### config.mk
export PLATFORM = sky130hd
export DESIGN_NAME = add64_seq
export DESIGN_NICKNAME = d
export VERILOG_FILES = /design/src/rtl/add64_pkg.sv /design/src/rtl/add64_seq.sv
export SDC_FILE = /design/constraint.sdc
export NUM_CORES = 1
export LEC_CHECK = 0
export BUFFER_PORTS_ARGS = -buffer_cell sky130_fd_sc_hd__buf_2
export CORE_MARGIN = 3
export CORE_UTILIZATION = 47
export CTS_BUF_LIST = sky130_fd_sc_hd__clkbuf_4 sky130_fd_sc_hd__clkbuf_8
export CTS_CLUSTER_DIAMETER = 80
export DETAILED_ROUTE_END_ITERATION = 8
export PLACE_DENSITY_LB_ADDON = 0.3
export SETUP_SLACK_MARGIN = 0.15
export SYNTH_ARGS = -nofsm -noshare
export SYNTH_HDL_FRONTEND = slang
export SYNTH_SLANG_ARGS = --single-unit
### constraint.sdc
create_clock -name clk -period 1.89 [get_ports clk]
set_clock_uncertainty 0.1 [all_clocks]
set_input_delay 0.2835 -clock clk [delete_from_list [all_inputs] [get_ports clk]]
set_output_delay 0.2835 -clock clk [all_outputs]
set_load 0.01 [all_outputs]
### src/rtl/add64_pkg.sv
// rtl/add64_pkg.sv - shared widths and FSM state type for the two-pass 64-bit adder
package add64_pkg;
  localparam int WIDTH = 64;
  localparam int HALF  = 32;

  typedef enum logic [1:0] {IDLE, LO, HI, DONE} add64_state_t;
endpackage

### src/rtl/add64_seq.sv
// rtl/add64_seq.sv - 64-bit add/subtract over an external 32-bit adder in two passes
// Low half first, then high half with the carry chained through c_mid.
module add64_seq
  import add64_pkg::*;
(
  input  logic             clk,
  input  logic             rst_n,
  input  logic             in_valid,
  output logic             in_ready,
  input  logic [WIDTH-1:0] in_a,
  input  logic [WIDTH-1:0] in_b,
  input  logic             in_sub,
  output logic [HALF-1:0]  adder_a,
  output logic [HALF-1:0]  adder_b,
  output logic             adder_cin,
  input  logic [HALF-1:0]  adder_s,
  input  logic             adder_cout,
  output logic             out_valid,
  input  logic             out_ready,
  output logic [WIDTH-1:0] out_sum,
  output logic             out_cout,
  output logic             out_ovf,
  output logic             out_zero
);

  add64_state_t     state_q, state_d;
  logic [WIDTH-1:0] a_q, a_d;
  logic [WIDTH-1:0] b_q, b_d;
  logic             c0_q, c0_d;
  logic             c_mid_q, c_mid_d;
  logic [HALF-1:0]  sum_lo_q, sum_lo_d;
  logic [HALF-1:0]  sum_hi_q, sum_hi_d;
  logic             cout_q, cout_d;
  logic             ovf_q, ovf_d;
  logic             zero_q, zero_d;
  logic             valid_q, valid_d;
  logic             accept;

  assign in_ready = rst_n && ((state_q == IDLE) || ((state_q == DONE) && out_ready));
  assign accept   = in_valid && in_ready;

  assign out_valid = valid_q;
  assign out_sum   = {sum_hi_q, sum_lo_q};
  assign out_cout  = cout_q;
  assign out_ovf   = ovf_q;
  assign out_zero  = zero_q;

  // Adder inputs are held at zero outside the two compute passes.
  always_comb begin
    adder_a   = '0;
    adder_b   = '0;
    adder_cin = 1'b0;
    if (state_q == LO) begin
      adder_a   = a_q[HALF-1:0];
      adder_b   = b_q[HALF-1:0];
      adder_cin = c0_q;
    end else if (state_q == HI) begin
      adder_a   = a_q[WIDTH-1:HALF];
      adder_b   = b_q[WIDTH-1:HALF];
      adder_cin = c_mid_q;
    end
  end

  always_comb begin
    state_d  = state_q;
    a_d      = a_q;
    b_d      = b_q;
    c0_d     = c0_q;
    c_mid_d  = c_mid_q;
    sum_lo_d = sum_lo_q;
    sum_hi_d = sum_hi_q;
    cout_d   = cout_q;
    ovf_d    = ovf_q;
    zero_d   = zero_q;
    valid_d  = valid_q;
    case (state_q)
      IDLE: begin
        if (accept) begin
          state_d = LO;
        end
      end
      LO: begin
        sum_lo_d = adder_s;
        c_mid_d  = adder_cout;
        state_d  = HI;
      end
      HI: begin
        sum_hi_d = adder_s;
        cout_d   = adder_cout;
        // b_q already holds the inverted operand for subtract, so one rule covers both.
        ovf_d    = (a_q[WIDTH-1] == b_q[WIDTH-1]) && (adder_s[HALF-1] != a_q[WIDTH-1]);
        zero_d   = (sum_lo_q == '0) && (adder_s == '0);
        valid_d  = 1'b1;
        state_d  = DONE;
      end
      DONE: begin
        if (out_ready) begin
          valid_d = 1'b0;
          state_d = accept ? LO : IDLE;
        end
      end
      default: state_d = IDLE;
    endcase
    if (accept) begin
      a_d  = in_a;
      b_d  = in_sub ? ~in_b : in_b;
      c0_d = in_sub;
    end
  end

  always_ff @(posedge clk or negedge rst_n) begin
    if (!rst_n) begin
      state_q  <= IDLE;
      a_q      <= '0;
      b_q      <= '0;
      c0_q     <= 1'b0;
      c_mid_q  <= 1'b0;
      sum_lo_q <= '0;
      sum_hi_q <= '0;
      cout_q   <= 1'b0;
      ovf_q    <= 1'b0;
      zero_q   <= 1'b0;
      valid_q  <= 1'b0;
    end else begin
      state_q  <= state_d;
      a_q      <= a_d;
      b_q      <= b_d;
      c0_q     <= c0_d;
      c_mid_q  <= c_mid_d;
      sum_lo_q <= sum_lo_d;
      sum_hi_q <= sum_hi_d;
      cout_q   <= cout_d;
      ovf_q    <= ovf_d;
      zero_q   <= zero_d;
      valid_q  <= valid_d;
    end
  end

endmodule

Word-level counts from Yosys, hierarchy flattened --
Index checks and enable logic that the tools add are counted.
Word-level totals: logic and storage cells 44, bits in registers 200, input port bits 166, output and inout port bits 134
Operators by class: bitwise operators 1, equality and inequality tests 7, muxes and demuxes 13, reduce and logical (&&, ||, !) cells 12
Operators by type and width (number):
- 2-to-1 mux 32 bit | 4
- zero test 32 bit | 2
- 2-to-1 mux 64 bit | 1
- inverter 64 bit | 1
- case mux 2 bit (4 select lines) | 1
- logical AND 1 bit | 5
- == test 2 bit (second input constant) | 2
- 2-to-1 mux 1 bit | 4
- 2-to-1 mux 2 bit | 2
- != test 2 bit (second input constant) | 2
- AND reduction 2 bit | 2
- == test 2 x 1 -> 1 bit (second input constant) | 1
- zero test 2 bit | 1
- case mux 1 bit (2 select lines) | 1
- nonzero test 2 bit | 1
- == test 1 bit | 1
- logical OR 1 bit | 1
- != test 1 bit | 1

Logic depth before layout (Yosys ltp) --
Gate-level depths: netlist of run 1.
word-level depth 8, depth in mapped cells 9

Worst setup path after synthesis of run 1 --
Ideal clock, no wire load.
path type reg-to-output, start point reg state_q[1], end point out adder_a[22], data arrival time 1.495 ns, cell stages (with the launch flop) 7, setup slack 0.011 ns, data required time 1.507 ns, path through dfrtp_1 -> inv_1 -> ha_1 -> clkbuf_1 -> buf_2 -> buf_2 -> a22o_1
On the way: word-level cells in the longest chain between the ends 3
RTL lines:
- start, declared | RTL line add64_seq.sv:26 | add64_state_t state_q, state_d;
- start signal, assigned | RTL line add64_seq.sv:125 | state_q <= state_d;
- == test 2 bit | RTL line add64_seq.sv:57 | end else if (state_q == HI) begin
- 2-to-1 mux 32 bit | RTL line add64_seq.sv:57
- 2-to-1 mux 32 bit * | RTL line add64_seq.sv:53 | if (state_q == LO) begin
- end, declared | RTL line add64_seq.sv:13 | output logic [HALF-1:0] adder_a,
Mark *: on every way between the ends. The rest lies on a longest branch, timed or not.

Worst setup path in the final report of run 1 --
start point reg state_q[1], end point out adder_b[1]
On the way: word-level cells in the longest chain between the ends 3
RTL lines:
- == test 2 bit | RTL line add64_seq.sv:57
- 2-to-1 mux 32 bit | RTL line add64_seq.sv:57
- 2-to-1 mux 32 bit * | RTL line add64_seq.sv:53
- end, declared | RTL line add64_seq.sv:14 | output logic [HALF-1:0] adder_b,
Marked as above.

==> flow_summary.ini, run 1 <==
[run_status]
status = complete, but fails checks
violations = setup timing

[routing]
drt_iter0_drc = 361
wl_um = 34300
remaining_drc_errors = 0
route.detailed.vias_per_inst = 5.60
wl_per_cell_um = 23.4
ant_nets = 0
drt_pre_antenna_iters = 5
vias = 8206

[clock_tree]
insertion_delay_ns = 0.46
cts_tree = done
cts_sinks = 200
clk_pin_slew_ns = 0.12
cts_max_path_buffers = 2
root_buffer = clkbuf_8
cts_buffers = 17
cts_max_level = 4

[synth]
synthTopCellsByArea = dfrtp_1, mux2_2, a22o_1, xnor2_1, o21ai_0
synth.distinct_cells = 32
synth_most_common_cell = dfrtp_1
synth_top_cell_area_share_pct = 56.8
syn-num-nets = 862
synth.ff_latch_count = 200
netlist_area_um2 = 8810
synthFlopType = dfrtp_1
async_flop_share_pct = 100
avgSynthCellArea_um2 = 12.7
netlist_top_cells_count = dfrtp_1, mux2_2, nand2_1, a22o_1, xnor2_1
synth_cells = 691
ys_seq_area_share_pct = 56.8
yosys_warnings = 0
synth-edff-count = 0
yosysTopAreaCell = dfrtp_1

[global_routing]
grt_pass1_vias = 8485
track_usage_pct = 29.5
grt_max_degree = 131
grt-ovfl-total = 0
grt_pass1_wl_um = 46600
grt_antenna_before_repair = 1

[run]
max_cap_violations = 0

[place]
gp_congestion = 0.841
place_area_um2 = 10700
hpwl_um = 15900
portBuffers = 299

[setup_path]
crit_path_end_kind = output pin
cp-start-kind = register
reg2reg_slack_ns = -0.51
reg2reg_from = state_q[0]
arrival_ns = 2.02
critPathRequiredTime_ns = 1.51
r2r_end = a_q[15]
worstSetupPathType = register to output pin
reg2reg_depth = 13
crit_fanout = 5

[cells_and_area]
final_util_pct = 83.7
area_delta_synth_final_pct = 73.0
drive_gt1_share_pct = 57.0
fin_area_um2 = 15200
fillers = 856
finalNetCount = 1392

[hold_path]
whs_path_depth = 3
hold_start = in_b[27]
min_to = b_q[27]
hp-class = input pin to register

[timing]
max_slew_margin_pct = 39.8
slew_viol_final = 0
finalCritPeriodShare_pct = 127
max_freq_mhz = 415
finalWorstSetupSlack_ns = -0.518
worst_pin_slew_ns = 0.904
hold_viol = 0
rsz0062_at_grt = true
finalSetupViolCount = 196
period_minus_slack_ns = 2.41

[die]
die_w_um = 143
rows = 49
pin_count = 300
start_util_pct = 48.4
coreArea_um2 = 18200
die_area_um2 = 20400
die_h_um = 143

[power_and_ir_drop]
power.density_nw_per_um2 = 1540
peakVddDrop_v = 0.000921
cellLeakagePower_uw = 0.00729
==> worst max path at each step <==
stage                     slack [ns]        from    endpoint
final                          -0.52  state_q[1]  adder_b[1]
after global placement         -0.09  state_q[0]    out_zero
after global routing           -0.59  state_q[0]  adder_b[1]
after CTS                      -0.45  state_q[0]  adder_a[0]
after detailed placement        -0.1  state_q[0]    out_zero
after floorplan                 0.15  state_q[0]      a_q[0]
==> critical path, stage by stage, from the launching register on <==
cell and delay, ns:
dfrtp_2 0.44, inv_2 0.09, ha_4 0.19, nor2b_4 0.18
buf_6 0.19, clkbuf_16 0.17, a22o_1 0.14, buf_2 0.15
==> cells by family after synthesis <==
family                     after synthesis  share of synthesized area, %
AOI/OAI and AO/OA                      139                          10.9
muxes                                  131                          16.7
and+or+nand+nor                         98                          5.35
DFF                                    200                          56.8
buffers and inverters                   54                          3.14
xor gates and xnor gates                64                          6.36
adders and majority gates                5                         0.710
==> layout make-up <==
| cell class | count | area (µm²) | area share [%] |
|---|---|---|---|
| multi-input combinational | 437 | 4450 | 29.2 |
| antenna | 2 | 5.00 | 0.0328 |
| tap | 229 | 287 | 1.88 |
| timing repair buffer | 561 | 5080 | 33.3 |
| sequential | 200 | 5010 | 32.9 |
| inverter | 4 | 15.0 | 0.0985 |
| clock buffer | 18 | 241 | 1.58 |
| clock inverter | 14 | 159 | 1.04 |
==> registers in the layout (all words and copies together) (netlist names), 2 cells and up <==
signal,flops
sum_hi_q,32
state_q,2
sum_lo_q,32
a_q,64
b_q,64
==> placed cells by master (no fill, tap or decap), drive strengths merged, types with 3 or more instances in the layout <==
cell type	instances
a22o	64
buf	402
clkbuf	24
clkinv	4
dfrtp	200
dlygate4sd3	153
ha	5
inv	12
mux2	131
nand2	68
nand4	3
nor2	3
nor4	14
o21ai	67
xnor2	64
==> per-stage QoR <==
stage          hold WS [ns]  cells  worst slack (ns)  power, µW  setup TNS (ns)
3_5_place_dp          0.373   1199           -0.0956      15700          -0.507
5_1_grt             0.00980   1464            -0.591      24400          -94.52
6_report             0.0310   1465            -0.518      23400          -81.12
2_1_floorplan        -0.112    691             0.150      12500               0
3_3_place_gp          0.361   1199           -0.0855      15500         -0.0917
4_1_cts             0.00188   1446            -0.447      21200          -65.10
==> metal layers <==
metal | track usage, % | up-vias | routed length [µm]
met5 | 0 | - | 0
met3 | 6.13 | 114 | 1970
met4 | 12.8 | 0 | 1520
met2 | 51.3 | 408 | 17900
li1 | - | 3534 | -
met1 | 35.5 | 4150 | 12900
==> report_power, final <==
group | switching (µW) | total (µW) | internal (µW)
Clock | 1740 | 2860 | 1130
Sequential | 1800 | 8190 | 6390
Combinational | 5440 | 12400 | 6950
==> repair_timing <==
| item | in CTS | in global routing |
|---|---|---|
| gates resized for setup | 234 | 155 |
| pin swaps | 47 | 40 |
| hold endpoints to repair | 369 | 0 |
| cloned | 26 | 6 |
| endpoints found under the setup margin | 236 | 222 |
| hold buffers | 153 | 0 |
| buffers inserted | 36 | 11 |
No activity file was read; power rests on OpenSTA's default activity.
==> run 2: changes to the inputs <==
- MAX_ROUTING_LAYER: not set -> met4
==> run 2 against run 1 <==
Compared with the run above: the flow still finishes with violations (setup timing); critical path depth did not move; worst setup slack got worse by 0.029 ns; design area barely moved; sequential power barely moved; critical endpoint is now adder_b[9]; largest cell class unchanged; largest power group unchanged.
==> flow_summary.ini, run 2 (same netlist as run 1, synthesis figures left out) <==
[run_status]
status = complete, but fails checks
violations = setup timing

[clock_tree]
cts_tree = done
root_buffer = clkbuf_8
clk_pin_slew_ns = 0.10
cts_sinks = 200
cts_max_path_buffers = 2
insertion_delay_ns = 0.46
cts_buffers = 17
cts_max_level = 4

[cells_and_area]
layout_commonest_cell = buf_2
regArea_um2 = 5010
area_delta_synth_final_pct = 73.1
finalNetCount = 1393
final_util_pct = 83.7
layout.cells.non_filler = 1466
multiInputGateArea_um2 = 4450
most-common-layout-cells = buf_2, dfrtp_1, dlygate4sd3_1
reg_top3 = a_q x64, b_q x64
drive_gt1_share_pct = 57.0
fillers = 857

[setup_path]
slowest_delay_ns = 0.43
arrival_ns = 2.05
worstSetupPathType = register to output pin
crit_fanout = 5
cp-start-kind = register
critPathRequiredTime_ns = 1.51
critPathBufInv = 4
worstPathCellList = inv_2, ha_4, nor2b_4, buf_6, clkbuf_16, a22o_1, buf_2
critPathSlowestCell = dfrtp_1
cp_top_family = buffers and inverters
crit_path_end_kind = output pin

[timing]
max_slew_margin_pct = 38.7
slew_viol_final = 0
finalWorstSetupSlack_ns = -0.547
rsz0062_at_grt = true
worst_pin_slew_ns = 0.919
max_freq_mhz = 410
fin_setup_tns_ns = -88.49
hold_viol = 0
period_minus_slack_ns = 2.44
finalSetupViolCount = 201
finalCritPeriodShare_pct = 129

[die]
pin_count = 300
coreArea_um2 = 18200
start_util_pct = 48.4
die_h_um = 143
rows = 49
die_w_um = 143
die_area_um2 = 20400

[power_and_ir_drop]
p_total_uw = 23500
power.density_nw_per_um2 = 1540
peakVddDrop_v = 0.000881
cellLeakagePower_uw = 0.00729

[global_routing]
grt_pass1_vias = 8495
grt-ovfl-total = 0
grt_max_degree = 131
grt_pass1_wl_um = 46600
grt_antenna_before_repair = 1
track_usage_pct = 30.4

[routing]
wl_per_cell_um = 23.7
drt_pre_antenna_iters = 4
vias = 8252
ant_nets = 0
wl_um = 34700
route.detailed.vias_per_inst = 5.63
remaining_drc_errors = 0
drt_iter0_drc = 414

[place]
hpwl_um = 15900
dp_slack_ns = -0.0956
portBuffers = 299
place_inst = 1199
gp_congestion = 0.855

[run]
max_cap_violations = 0

[hold_path]
hp-class = input pin to register
run 2: cell count changes in the layout (fill, tap and decap cells not counted):
cell / previous run / this run
buf_6: 34 / 36
buf_12: 30 / 29
buf_2: 291 / 290
buf_8: 10 / 11
run 2: final timing paths:
path / endpoint / slack, ns / from / cells past startpoint
max: adder_b[9] / -0.55 / state_q[0] / 7
min: b_q[27] / 0.03 / in_b[27] / 3
max reg2reg: b_q[23] / -0.52 / state_q[0] / 16
min reg2reg: b_q[58] / 0.41 / b_q[58] / 2
max in group asynchronous: state_q[1] / 0.40 / rst_n / 3
min in group asynchronous: sum_lo_q[30] / 0.53 / rst_n / 3
run 2: area by class of cell:
class | count | area share [%]
timing repair buffer | 562 | 33.4
sequential | 200 | 32.8
multi-input combinational | 437 | 29.2
tap | 229 | 1.88
clock buffer | 18 | 1.58
clock inverter | 14 | 1.04
inverter | 4 | 0.0985
antenna | 2 | 0.0328
run 2: per-layer routing:
layer | vias up | part of all wire, % | routed length, µm | track usage [%]
met3 | 144 | 5.7 | 1970 | 5.66
met2 | 421 | 52 | 18100 | 51.3
met5 | - | 0 | 0 | -
met1 | 4157 | 37 | 12900 | 35.8
li1 | 3530 | - | - | -
met4 | 0 | 5.1 | 1760 | 12.8
run 2: where the power goes:
| part | switching (µW) | total (µW) | leakage, µW | internal, µW |
|---|---|---|---|---|
| clock network | 1720 | 2850 | 0.000202 | 1130 |
| logic | 5470 | 12400 | 0.00468 | 6970 |
| registers | 1830 | 8220 | 0.00241 | 6390 |
| total | 9020 | 23500 | 0.00729 | 14500 |
run 2: worst register-to-register path: cells and delay by family (launching register included):
| kind | cells | cell delay, ns |
|---|---|---|
| AOI/OAI and AO/OA | 2 | 0.22 |
| and+or+nand+nor | 2 | 0.22 |
| DFF | 1 | 0.42 |
| buffers and inverters | 11 | 1.19 |
| adders and majority gates | 1 | 0.16 |
run 2: stage by stage:
step,hold WS (ns),area (µm²)
after floorplan,-0.112,8870
after global placement,0.361,10700
after detailed placement,0.373,10700
after CTS,0.00188,14400
after global routing,0.00742,15200
final,0.0303,15200
run 2: timing repair:
action | 4_1_cts | 5_1_grt
gates resized for setup | 234 | 156
hold buffers | 153 | 0
setup buffers | 36 | 12
cloned | 26 | 6
hold endpoints to repair | 369 | 0
pin swaps | 47 | 36
setup endpoints to repair | 236 | 222
==> run 3: changes to the inputs <==
- ABC_AREA: not set -> 1
- CORE_ASPECT_RATIO: not set -> 1.25
- CORE_UTILIZATION: 47 -> 48
- MAX_ROUTING_LAYER: met4 -> not set
==> run 3 against run 2 <==
Compared with the run above: the flow still finishes with violations (setup timing); combinational power about the same; sequential power decreased by 4.0%; routed wire length rose by 14%; via count increased by 27%; synthesized area rose by 4.7%; sequential share of layout area down 0.33 points; clock power is 2% higher; first-iteration DRC count increased by 140%; non-clock buffer count shrank 6; largest cell class unchanged; largest power group unchanged; highest routed layer is now met5.
==> flow_summary.ini, run 3 <==
[run_status]
status = complete, but fails checks
violations = setup timing

[clock_tree]
insertion_delay_ns = 0.48
cts_buffers = 17
cts_max_path_buffers = 2
cts_max_level = 4
clk_pin_slew_ns = 0.10
cts_sinks = 200
cts_tree = done
root_buffer = clkbuf_8

[global_routing]
grt_max_degree = 145
track_usage_pct = 31.8
grt-ovfl-total = 0
grt_pass1_wl_um = 51500
grt_antenna_before_repair = 1
grt_pass1_vias = 10100

[synth]
synth_most_common_cell = nand2_1
synthFlopType = dfrtp_1
yosys_warnings = 0
synthTopCellsByArea = dfrtp_1, nand2_1, xnor2_1, nand3_1, o21ai_0
synth.distinct_cells = 24
netlist_area_um2 = 9220
netlist_top_cells_count = nand2_1, dfrtp_1, nand3_1, o21ai_0, xnor2_1
synth_top_cell_area_share_pct = 54.3
synth.ff_latch_count = 200
avgSynthCellArea_um2 = 8.14
yosysTopAreaCell = dfrtp_1
synth-edff-count = 0
async_flop_share_pct = 100
syn-num-nets = 1304
synth_cells = 1133
ys_seq_area_share_pct = 54.3

[timing]
hold-worst-slack_ns = 0.00780
worst_pin_slew_ns = 0.769
finalWorstSetupSlack_ns = -0.389
max_slew_margin_pct = 48.7
rsz0062_at_grt = true
finalCritPeriodShare_pct = 121
max_freq_mhz = 439
period_minus_slack_ns = 2.28
slew_viol_final = 0
hold_viol = 0
finalSetupViolCount = 167
fin_setup_tns_ns = -28.93

[cells_and_area]
layout_commonest_cell = nand2_1
fillers = 1059
regArea_um2 = 5010
drive_gt1_share_pct = 37.9
layout.cells.non_filler = 1886
reg_top3 = a_q x64, b_q x64
fin_area_um2 = 15400
area_delta_synth_final_pct = 67.0
finalNetCount = 1811
most-common-layout-cells = nand2_1, buf_2, dfrtp_1
multiInputGateArea_um2 = 4430

[routing]
wl_per_cell_um = 20.9
remaining_drc_errors = 0
drt_iter0_drc = 1014
ant_nets = 0
drt_pre_antenna_iters = 8
vias = 10500
route.detailed.vias_per_inst = 5.54
wl_um = 39400

[hold_path]
min_to = b_q[60]
hold_start = in_b[60]
whs_path_depth = 3
hp-class = input pin to register

[setup_path]
worstPathCellList = inv_2, ha_4, buf_12, inv_8, clkbuf_16, nand3_1, nand2_1, buf_4
cp-start-kind = register
reg2reg_from = state_q[0]
arrival_ns = 1.90
critPathSlowestCell = dfrtp_1
worstSetupPathType = register to output pin
r2r_end = a_q[53]
critPathRequiredTime_ns = 1.51
crit_fanout = 7
reg2reg_slack_ns = -0.20
critPathBufInv = 5
cp_top_family = buffers and inverters
reg2reg_depth = 13
slowest_delay_ns = 0.44
crit_path_end_kind = output pin

[power_and_ir_drop]
power.density_nw_per_um2 = 1520
peakVddDrop_v = 0.000780
cellLeakagePower_uw = 0.00798

[place]
place_area_um2 = 11100
portBuffers = 299
gp_congestion = 0.850
hpwl_um = 17800
place_inst = 1628

[die]
die_area_um2 = 20900
rows = 56
die_h_um = 161
pin_count = 300
start_util_pct = 48.9
coreArea_um2 = 18800
die_w_um = 130

[run]
max_cap_violations = 0
run 3: cell families after synthesis:
kind of cell    after synthesis  synth area share, %
simple gates                685                 29.0
flops                       200                 54.3
compound gates               91                 5.03
buf+inv                      88                 4.94
xor+xnor                     64                 6.08
fa+ha+maj                     5                0.678
run 3: per-stage QoR:
step / utilization (%) / total power, µW / setup slack [ns]
3_3_place_gp: 58.7 / 15200 / 0.00786
4_1_cts: 74.9 / 20300 / -0.327
2_1_floorplan: - / 12100 / 0.159
6_report: 81.7 / 23400 / -0.389
3_5_place_dp: 58.7 / 15400 / -0.0233
5_1_grt: 81.7 / 24600 / -0.516
run 3: final cells by class:
cell class                 count  area share (%)
timing repair buffer         556            33.4
sequential                   200            32.5
multi-input combinational    845            28.7
tap                          232            1.88
clock buffer                  19            1.62
clock inverter                13            1.07
inverter                      18           0.642
timing repair inverter         2           0.179
antenna                        1          0.0162
run 3: what timing repair did:
action                                  4_1_cts  5_1_grt
gates cloned                                 23       22
pin swaps                                     2       36
hold endpoints to repair                    374        0
setup buffers                                23       11
gates resized for setup                     104      225
endpoints found under the setup margin      174      199
hold buffers                                146        0
run 3: worst max-delay path by stage:
stage                          start     endpoint  slack, ns  cells past startpoint
after global placement    state_q[0]  adder_b[31]      0.008                      6
after global routing      state_q[0]   adder_a[2]      -0.52                      6
after floorplan           state_q[1]  adder_a[14]       0.16                      8
final                     state_q[1]   adder_a[1]      -0.39                      8
after CTS                 state_q[0]   adder_a[9]      -0.33                      7
after detailed placement  state_q[0]  adder_b[31]      -0.02                      6
run 3: where the power goes:
part | leakage (µW) | internal (µW) | switching [µW]
sequential | 0.00249 | 6290 | 1600
clock | 0.000201 | 1250 | 1670
combinational | 0.00530 | 5840 | 6780
run 3: worst register-to-register path: stages, from the launching register on:
cell,delay [ns]
dfrtp_2,0.46
inv_2,0.10
buf_4,0.11
buf_6,0.09
ha_4,0.14
inv_4,0.05
nand2_4,0.05
nand3_4,0.14
buf_6,0.17
buf_16,0.14
buf_12,0.13
buf_16,0.13
nand2_1,0.08
nand2_1,0.07
run 3: routing by layer:
| layer | part of all wire [%] | up-vias | GRT usage [%] |
|---|---|---|---|
| li1 | - | 4552 | - |
| met1 | 33 | 4867 | 36.7 |
| met2 | 51 | 759 | 53.6 |
| met3 | 9.3 | 275 | 7.21 |
| met4 | 6.9 | 2 | 18.8 |
| met5 | 0.046 | - | 0 |
